<file path="src/rtl/fetch_ctrl_pkg.sv">
// Shared definitions for the instruction-fetch controller.
//   - default parameter values (reset PC / ROM base, ROM depth, queue depth)
//   - NOP_INSTR: word carried by fetch-address-error entries
//   - fq_entry_t: one fetch-queue entry {pc[31:0], instr[31:0], adel} = 65 bits
//   - fetch_state_t: fetch run / error-locked state
//   - addr_err(): fetch address error check
package fetch_ctrl_pkg;

    localparam logic [31:0] PC_RESET_DEF = 32'h0000_3000;
    localparam int          IM_WORDS_DEF = 1024;
    localparam int          FQ_DEPTH_DEF = 2;
    localparam logic [31:0] NOP_INSTR    = 32'h0000_0000;

    typedef struct packed {
        logic [31:0] pc;
        logic [31:0] instr;
        logic        adel;
    } fq_entry_t;

    localparam int FQ_ENTRY_W = $bits(fq_entry_t);

    // FS_LOCKED: an address-error entry has been queued; fetch is frozen
    // until the next redirect.
    typedef enum logic {
        FS_RUN    = 1'b0,
        FS_LOCKED = 1'b1
    } fetch_state_t;

    // Misaligned, or outside [base, base + 4*words). The offset is an
    // unsigned 32-bit subtract, so addresses below base wrap to a huge
    // offset and are flagged as well.
    function automatic logic addr_err(input logic [31:0] pc,
                                      input logic [31:0] base,
                                      input int unsigned words);
        logic [31:0] off;
        logic [31:0] span;
        off  = pc - base;
        span = 32'(words) << 2;
        return (pc[1:0] != 2'b00) || (off >= span);
    endfunction

endpackage

</file>
<file path="src/rtl/fetch_ctrl_queue.sv">
// Synchronous FIFO used as the fetch queue.
// Ports:
//   clk, reset_n        clock, asynchronous active-low reset
//   push_i / din_i      enqueue din_i (ignored when full unless popping)
//   pop_i               dequeue the head (ignored when empty)
//   flush_i             drop all entries, reset pointers; wins over push/pop
//   dout_o              head entry; holds the last shown entry while empty
//   empty_o, count_o    occupancy
// DEPTH must be a power of two >= 2 so the pointers wrap naturally.
module fetch_ctrl_queue #(
    parameter int WIDTH = 65,
    parameter int DEPTH = 2
) (
    input  logic                       clk,
    input  logic                       reset_n,
    input  logic                       push_i,
    input  logic                       pop_i,
    input  logic                       flush_i,
    input  logic [WIDTH-1:0]           din_i,
    output logic [WIDTH-1:0]           dout_o,
    output logic                       empty_o,
    output logic [$clog2(DEPTH):0]     count_o
);

    localparam int AW = $clog2(DEPTH);
    localparam int CW = AW + 1;

    logic [WIDTH-1:0] mem_q [DEPTH];
    logic [AW-1:0]    wr_ptr_q, wr_ptr_d;
    logic [AW-1:0]    rd_ptr_q, rd_ptr_d;
    logic [CW-1:0]    count_q,  count_d;
    logic [WIDTH-1:0] hold_q,   hold_d;
    logic             empty;
    logic             full;
    logic             do_push;
    logic             do_pop;

    assign empty   = (count_q == '0);
    assign full    = (count_q == CW'(DEPTH));
    // A pop in the same cycle frees a slot, so a full queue still streams.
    assign do_push = push_i & ~flush_i & (~full | pop_i);
    assign do_pop  = pop_i & ~flush_i & ~empty;

    always_comb begin
        wr_ptr_d = wr_ptr_q;
        rd_ptr_d = rd_ptr_q;
        count_d  = count_q;
        hold_d   = hold_q;
        if (flush_i) begin
            wr_ptr_d = '0;
            rd_ptr_d = '0;
            count_d  = '0;
        end else begin
            if (do_push) wr_ptr_d = wr_ptr_q + 1'b1;
            if (do_pop)  rd_ptr_d = rd_ptr_q + 1'b1;
            count_d = count_q + CW'(do_push) - CW'(do_pop);
        end
        // Remember what is on the output so it stays stable once empty.
        if (!empty) hold_d = mem_q[rd_ptr_q];
    end

    always_ff @(posedge clk or negedge reset_n) begin
        if (!reset_n) begin
            wr_ptr_q <= '0;
            rd_ptr_q <= '0;
            count_q  <= '0;
            hold_q   <= '0;
        end else begin
            wr_ptr_q <= wr_ptr_d;
            rd_ptr_q <= rd_ptr_d;
            count_q  <= count_d;
            hold_q   <= hold_d;
        end
    end

    // Storage needs no reset: entries are only visible once counted in.
    always_ff @(posedge clk) begin
        if (do_push) mem_q[wr_ptr_q] <= din_i;
    end

    assign dout_o  = empty ? hold_q : mem_q[rd_ptr_q];
    assign empty_o = empty;
    assign count_o = count_q;

endmodule

</file>
<file path="src/rtl/fetch_ctrl.sv">
// Instruction-fetch controller for a single-port combinational instruction
// ROM. Owns the PC, drives the ROM address every cycle and queues
// {pc, instr, adel} entries for decode.
// Ports:
//   clk, reset_n       clock, asynchronous active-low reset
//   im_pc / im_ir      ROM address (= pc) and same-cycle ROM data
//   redirect_valid/pc  taken branch/jump: flush queue, load new pc
//   out_valid/ready    handshake to decode; transfer when both high and no
//                      redirect is flushing the queue in that cycle
//   out_instr/pc/adel  head entry; instr is zero on address-error entries
module fetch_ctrl
    import fetch_ctrl_pkg::*;
#(
    parameter logic [31:0] PC_RESET = PC_RESET_DEF,
    parameter int          IM_WORDS = IM_WORDS_DEF,
    parameter int          FQ_DEPTH = FQ_DEPTH_DEF
) (
    input  logic        clk,
    input  logic        reset_n,
    output logic [31:0] im_pc,
    input  logic [31:0] im_ir,
    input  logic        redirect_valid,
    input  logic [31:0] redirect_pc,
    output logic        out_valid,
    input  logic        out_ready,
    output logic [31:0] out_instr,
    output logic [31:0] out_pc,
    output logic        out_adel
);

    localparam int CW = $clog2(FQ_DEPTH) + 1;

    logic [31:0]  pc_q, pc_d;
    fetch_state_t state_q, state_d;

    logic         fq_empty;
    logic [CW-1:0] fq_count;
    fq_entry_t    fq_din;
    fq_entry_t    fq_dout;
    logic         adel;
    logic         push;
    logic         pop;

    assign im_pc = pc_q;
    assign adel  = addr_err(pc_q, PC_RESET, IM_WORDS);

    // Redirect discards the head in the same cycle, so no transfer happens.
    assign pop  = ~fq_empty & out_ready & ~redirect_valid;
    assign push = ~redirect_valid & (state_q == FS_RUN) &
                  ((fq_count < CW'(FQ_DEPTH)) | pop);

    always_comb begin
        fq_din.pc    = pc_q;
        fq_din.instr = adel ? NOP_INSTR : im_ir;
        fq_din.adel  = adel;
    end

    always_comb begin
        pc_d    = pc_q;
        state_d = state_q;
        if (redirect_valid) begin
            pc_d    = redirect_pc;
            state_d = FS_RUN;
        end else if (push) begin
            pc_d = pc_q + 32'd4;
            if (adel) state_d = FS_LOCKED;
        end
    end

    always_ff @(posedge clk or negedge reset_n) begin
        if (!reset_n) begin
            pc_q    <= PC_RESET;
            state_q <= FS_RUN;
        end else begin
            pc_q    <= pc_d;
            state_q <= state_d;
        end
    end

    fetch_ctrl_queue #(
        .WIDTH (FQ_ENTRY_W),
        .DEPTH (FQ_DEPTH)
    ) u_queue (
        .clk     (clk),
        .reset_n (reset_n),
        .push_i  (push),
        .pop_i   (pop),
        .flush_i (redirect_valid),
        .din_i   (fq_din),
        .dout_o  (fq_dout),
        .empty_o (fq_empty),
        .count_o (fq_count)
    );

    assign out_valid = ~fq_empty;
    assign out_pc    = fq_dout.pc;
    assign out_instr = fq_dout.instr;
    assign out_adel  = fq_dout.adel;

endmodule
</file>
<file path="config.mk">
export PLATFORM = sky130hd
export DESIGN_NAME = fetch_ctrl
export DESIGN_NICKNAME = d
export VERILOG_FILES = /design/src/rtl/fetch_ctrl_pkg.sv /design/src/rtl/fetch_ctrl_queue.sv /design/src/rtl/fetch_ctrl.sv
export SDC_FILE = /design/constraint.sdc
export NUM_CORES = 1
export LEC_CHECK = 0
export BUFFER_PORTS_ARGS = -buffer_cell sky130_fd_sc_hd__buf_4
export CAP_MARGIN = 20
export CELL_PAD_IN_SITES_DETAIL_PLACEMENT = 1
export CELL_PAD_IN_SITES_GLOBAL_PLACEMENT = 1
export CORE_ASPECT_RATIO = 1.5
export CORE_MARGIN = 8
export CORE_UTILIZATION = 45
export CTS_CLUSTER_DIAMETER = 100
export DETAILED_ROUTE_END_ITERATION = 8
export HOLD_SLACK_MARGIN = 0.08
export PLACE_DENSITY = 0.86
export SKIP_LAST_GASP = 1
export SYNTH_ARGS = -nofsm -noshare
export SYNTH_HDL_FRONTEND = slang
export SYNTH_HIERARCHICAL = 1
export SYNTH_SLANG_ARGS = --single-unit
</file>
<file path="constraint.sdc">
create_clock -name clk -period 6.7 [get_ports clk]
set_input_delay 1.34 -clock clk [delete_from_list [all_inputs] [get_ports clk]]
set_output_delay 1.34 -clock clk [all_outputs]
set_load 0.03 [all_outputs]
</file>
==> out/results.ini, run 1 <==
[floorplan]
fp.coreArea_um2=21600
die_w_um=136
ioPinCount=166
die_area_um2=26800
initial_core_util_pct=45.5
rows=66
die-height_um=197

[timing]
relSlewSlack_pct=31.3
hold_slack_ns=0.498
fmax_mhz=221
report.final.setup_viol=0
rsz0062_at_grt=no
hold_violations=0
tns_ns=0
drv_slew=0
fin_skew_ns=0.0254
tightest_slew_ns=1.03
final.min_clock_period_ns=4.53
finalCritPeriodShare_pct=67.6

[power_and_ir_drop]
p_per_area_nw_per_um2=335
finalPower_w=0.00395
worst_ir_drop_vdd_v=0.000154
leakage_nw=4.56

[layout]
synthToLayoutAreaGrowth_pct=20.2
final_cell_area_um2=11800
drive_gt1_share_pct=24.8
antenna_cells=0
final_cells=1172
nets=956

[yosys]
avgSynthCellArea_um2=13.0
synthCells=756
synth-seq-cells=232
synth-main-ff-cell=edfxtp_1
ys_seq_area_share_pct=65.9
syn-num-nets=828
synth_edf_count=130
async_flop_share_pct=44.0
ys_types=55
synthesis.area_um2=9800
yosysWarnings=6

[job]
max_cap_violations=0

[global_route]
grt.overflow.total=0
groute.usage.overall_pct=18.2
grt_pass1_wl_um=38400
antenna_found_initial=0
grt_max_degree=92
grt_pass1_vias=6946

[hold_path]
hp-class=flip-flop to flip-flop
holdCritStartpoint=u_queue/hold_q[51]

[placement]
io_buffers=165
gp_congestion=0.803
dp_hpwl_um=17200
placed_cell_area_um2=11000
place_inst=1128

[worst_setup_path]
crit_arrival_ns=3.19
cp-start-kind=flip-flop
r2r-start=u_queue/count_o[1]
critPathLaunch=u_queue/count_o[1]
cp_max_fo=91
required_ns=5.36
critical_path_class=flip-flop to output pin
end_kind=output pin

[detailed_routing]
drc_errors=0
wl_um=25000
drtPass1Iterations=4
vias=6341
viasPerCell=5.41
ant_nets=0
drt-wirelength-per-cell_um=21.3
first_iter_violations=333

[clocking]
h-tree-depth=1
ctsResizeCount=0
cts_setup_buffers=0
cts_tree=done
cts_root_buffer=clkbuf_16
clockBufferDepth=3
cts_buffers=23
hold_buffers=0
clkSinkCount=232
clk_pin_slew_worst_paths_ns=0.06
insertion_delay_ns=0.50

[status]
outcome=finished clean

[layout make-up]
| type | count | area (um2) |
|---|---|---|
| well taps | 272 | 340 |
| multi-input cells | 437 | 2820 |
| fillers | 2190 | 9770 |
| clock buffers | 36 | 644 |
| inverters | 16 | 60.1 |
| clock inverters | 5 | 100 |
| flip-flops and latches | 232 | 6460 |
| repair buffers | 174 | 1360 |
[through the flow]
stage / util (%) / setup slack, ns
global route: 54.6 / 1.92
CTS: 54.3 / 2.17
global placement: 50.8 / 2.04
finish: 54.6 / 2.17
detailed placement: 50.8 / 1.93
floorplan: - / 1.33
[worst paths after layout]
path                                   endpoint  slack (ns)  cells past startpoint
min in group asynchronous             im_pc[24]        0.73                      1
hold reg to reg              u_queue/hold_q[51]        0.50                      2
hold / removal               u_queue/hold_q[51]        0.50                      2
max in group asynchronous      u_queue/rd_ptr_q        4.78                      3
setup reg to reg           u_queue/mem_q[0][19]        2.83                      7
setup / recovery                     out_pc[28]        2.17                      4
[synth_stat cells (4+ instances only)]
| cell type | number | area (um2) |
|---|---|---|
| edfxtp_1 | 130 | 3900 |
| dfrtp_1 | 100 | 2500 |
| nand2_1 | 87 | 327 |
| o21ai_0 | 79 | 395 |
| mux2i_1 | 66 | 661 |
| and2_1 | 37 | 231 |
| buf_4 | 34 | 255 |
| nor2_1 | 30 | 113 |
| a31oi_1 | 17 | 106 |
| inv_1 | 16 | 60.1 |
| clkbuf_1 | 15 | 56.3 |
| nand3_1 | 15 | 75.1 |
| buf_6 | 12 | 135 |
| or4_1 | 10 | 75.1 |
| nand4_1 | 9 | 56.3 |
| o31ai_1 | 8 | 60.1 |
| buf_2 | 7 | 35.0 |
| nor4_1 | 5 | 31.3 |
| o41ai_1 | 5 | 43.8 |
| xnor2_1 | 5 | 43.8 |
| a211oi_1 | 4 | 30.0 |
| and3_1 | 4 | 25.0 |
| and4_1 | 4 | 35.0 |
| ha_1 | 4 | 50.1 |
| xor2_1 | 4 | 35.0 |
[critical path, cell delays in order, from the launching register on]
cell	delay, ns
dfrtp_1	0.53
nor2_4	0.75
buf_4	0.77
o21ai_0	0.35
buf_4	0.26
[cell families (layout without fill, tap and decap cells)]
group	count (synthesis)	in the layout	share of synthesized area, %
XOR/XNOR	9	9	0.805
multiplexers	68	68	6.97
AND/OR/NAND/NOR	223	223	11.7
flip-flops	232	232	65.9
adder cells (fa/ha/maj)	4	4	0.511
buffers and inverters	87	231	5.68
AO/OA/AOI/OAI	133	133	8.42
[sequential cells by signal, indices dropped and copies added (netlist names)]
signal,count
state_q,1
u_queue/hold_q,65
u_queue/mem_q,130
u_queue/rd_ptr_q,1
u_queue/count_o,2
im_pc,32
u_queue/wr_ptr_q,1
[cells in the final DEF (no fill, tap or decap), types with 5 or more instances in the layout]
cell       netlist  routed
a31oi_1         17      17
and2_1          37      37
buf_4           34     170
clkbuf_1        15      11
clkbuf_16        0      23
dfrtp_1        100      99
edfxtp_1       130     130
inv_1           16      16
mux2i_1         66      66
nand2_1         87      87
nand3_1         15      15
nand4_1          9       9
nor2_1          30      27
nor4_1           5       5
o21ai_0         79      79
o31ai_1          8       8
o41ai_1          5       5
or4_1           10      10
xnor2_1          5       5
[routing by layer]
metal  track usage (%)  vias up  wire, um
met5                 0        -         0
met4              6.04        0       587
met3              2.37       35       986
met2              35.2      142     14300
met1              19.4     3177      9110
li1                  -     2987         -
[report_power, final]
group	internal (W)	total [W]	switching (W)
sequential	0.00168	0.00178	0.0000972
clock	0.000774	0.00128	0.000504
combinational	0.000294	0.000890	0.000596
total	0.00275	0.00395	0.00120
(Power assumes the default switching activity.)
==> run 2: changes to the inputs <==
--- a/config.mk
+++ b/config.mk
@@ -11,11 +11,11 @@
 export CELL_PAD_IN_SITES_GLOBAL_PLACEMENT = 1
 export CORE_ASPECT_RATIO = 1.5
 export CORE_MARGIN = 8
-export CORE_UTILIZATION = 45
+export CORE_UTILIZATION = 41
 export CTS_CLUSTER_DIAMETER = 100
 export DETAILED_ROUTE_END_ITERATION = 8
 export HOLD_SLACK_MARGIN = 0.08
-export PLACE_DENSITY = 0.86
+export PLACE_DENSITY = 0.83
 export SKIP_LAST_GASP = 1
 export SYNTH_ARGS = -nofsm -noshare
 export SYNTH_HDL_FRONTEND = slang
==> constraint.sdc (replaced) <==
create_clock -name clk -period 3.65 [get_ports clk]
set_input_delay 0.73 -clock clk [delete_from_list [all_inputs] [get_ports clk]]
set_output_delay 0.73 -clock clk [all_outputs]
set_load 0.03 [all_outputs]
==> run 2 against run 1 <==
  * Critical path depth is the same
  * Register-to-register slack lost 2.1 ns
  * Non-clock buffer count grew 2
  * Sequential cell count is the same
  * Via count grew 1.2%
  * Critical path type unchanged
==> out/results.ini, run 2 (synthesis results as in run 1) <==
[worst_setup_path]
r2r_slack_ns=0.75
r2r_end=u_queue/count_o[1]
crit_family=flip-flops
cp_max_fo=33
critical_path_class=flip-flop to output pin
critPathLaunch=u_queue/rd_ptr_q
max_stage_delay_ns=0.81
crit_arrival_ns=2.34
reg2regPathDepth=11
r2r-start=u_queue/count_o[1]
end_kind=output pin
crit_buf_inv=2
crit_chain=buf_4, mux2i_1, o21ai_0, buf_4
slowest_stage=dfrtp_4
cp-start-kind=flip-flop
required_ns=2.92
crit_top_cell=buf_4

[power_and_ir_drop]
worst_ir_drop_vdd_v=0.000436
p_comb_share_pct=22.8
leakage_nw=4.56
clock_power_share_pct=31.7
p_per_area_nw_per_um2=607
netSwitchingPower_w=0.00224
swShare_pct=31.2
sequentialPowerShare_pct=45.5
internal-power_w=0.00494

[clocking]
clk_pin_slew_worst_paths_ns=0.06
cts_tree=done
clkSinkCount=232
hold_buffers=0
cts_root_buffer=clkbuf_16
cts_setup_buffers=0
cts_buffers=23
insertion_delay_ns=0.50
h-tree-depth=1
clockBufferDepth=3
ctsResizeCount=0

[placement]
io_buffers=165
place_ws_ns=0.744
place_inst=1180
placed_cell_area_um2=11100
gp_congestion=0.825
dp_hpwl_um=17300

[layout]
final_cell_area_um2=11800
nets=958
final_util_pct=50.1
antenna_cells=0
final_common_cell=buf_4
drive_gt1_share_pct=25.4
largest_register=u_queue/mem_q
largest_reg_flops=130
final_cell_mix=buf_4 (173), edfxtp_1 (130), dfrtp_1 (99)
synthToLayoutAreaGrowth_pct=20.6
final_cells=1221

[detailed_routing]
drtPass1Iterations=5
first_iter_violations=364
drt-wirelength-per-cell_um=20.5
drc_errors=0
viasPerCell=5.26
ant_nets=0
wl_um=25100
vias=6419

[status]
outcome=finished clean

[timing]
hold_slack_ns=0.383
hold_violations=0
fin_skew_ns=0.0166
drv_slew=0
layout_setup_ws_ns=0.577
finalCritPeriodShare_pct=84.2
final.min_clock_period_ns=3.07
tightest_slew_ns=0.962
relSlewSlack_pct=35.3
rsz0062_at_grt=no
report.final.setup_viol=0
fmax_mhz=325

[hold_path]
hp-class=primary input to asynchronous set/reset pin

[global_route]
grt_pass1_wl_um=39200
groute.usage.overall_pct=17.2
grt_max_degree=133
antenna_found_initial=0
grt_pass1_vias=6953
grt.overflow.total=0

[floorplan]
initial_core_util_pct=41.6
rows=69
fp.coreArea_um2=23600
die_w_um=142
die_area_um2=29200
die-height_um=205
ioPinCount=166

[job]
max_cap_violations=0

run 2: cell count changes in the layout (fill, tap and decap cells not counted), moves of 2 or more:
cell / previous run / this run
buf_16: 2 / 0
clkbuf_8: 2 / 4
clkinv_2: 2 / 5
buf_12: 1 / 3
buf_4: 170 / 173
bufinv_16: 3 / 1
clkbuf_1: 11 / 6
run 2: stage by stage:
stage | setup TNS (ns) | power (W)
4_1_cts | 0 | 0.00726
3_3_place_gp | 0 | 0.00491
5_1_grt | 0 | 0.00747
2_1_floorplan | -22.70 | 0.00426
3_5_place_dp | 0 | 0.00497
6_report | 0 | 0.00717
run 2: worst max path at each step:
stage / to / slack (ns) / cells after the start
5_1_grt: out_instr[9] / 0.42 / 4
3_3_place_gp: u_queue/count_o[1] / 0.84 / 11
3_5_place_dp: u_queue/count_o[1] / 0.74 / 11
6_report: out_instr[3] / 0.58 / 4
2_1_floorplan: u_queue/mem_q[0][0] / -0.17 / 9
4_1_cts: out_instr[3] / 0.53 / 4
run 2: area by class of cell:
cell class / count / area (um2)
timing repair buffer: 176 / 1360
tap: 319 / 399
fill: 2467 / 11800
clock inverter: 8 / 66.3
sequential: 232 / 6460
inverter: 16 / 60.1
multi-input combinational: 437 / 2820
clock buffer: 33 / 653
run 2: routing by layer:
| metal | wire (um) | vias up | GRT usage, % |
|---|---|---|---|
| li1 | - | 2991 | - |
| met5 | 0 | - | 0 |
| met1 | 9370 | 3193 | 19.0 |
| met4 | 892 | 0 | 7.12 |
| met2 | 13800 | 181 | 32.3 |
| met3 | 1030 | 54 | 2.07 |
run 2: power by group through the flow:
stage,logic [W],clock network [W],registers (W)
after floorplan,0.00101,0,0.00324
after global placement,0.00161,0,0.00329
after detailed placement,0.00166,0,0.00331
after CTS,0.00166,0.00234,0.00327
after global routing,0.00175,0.00243,0.00330
final,0.00164,0.00227,0.00326
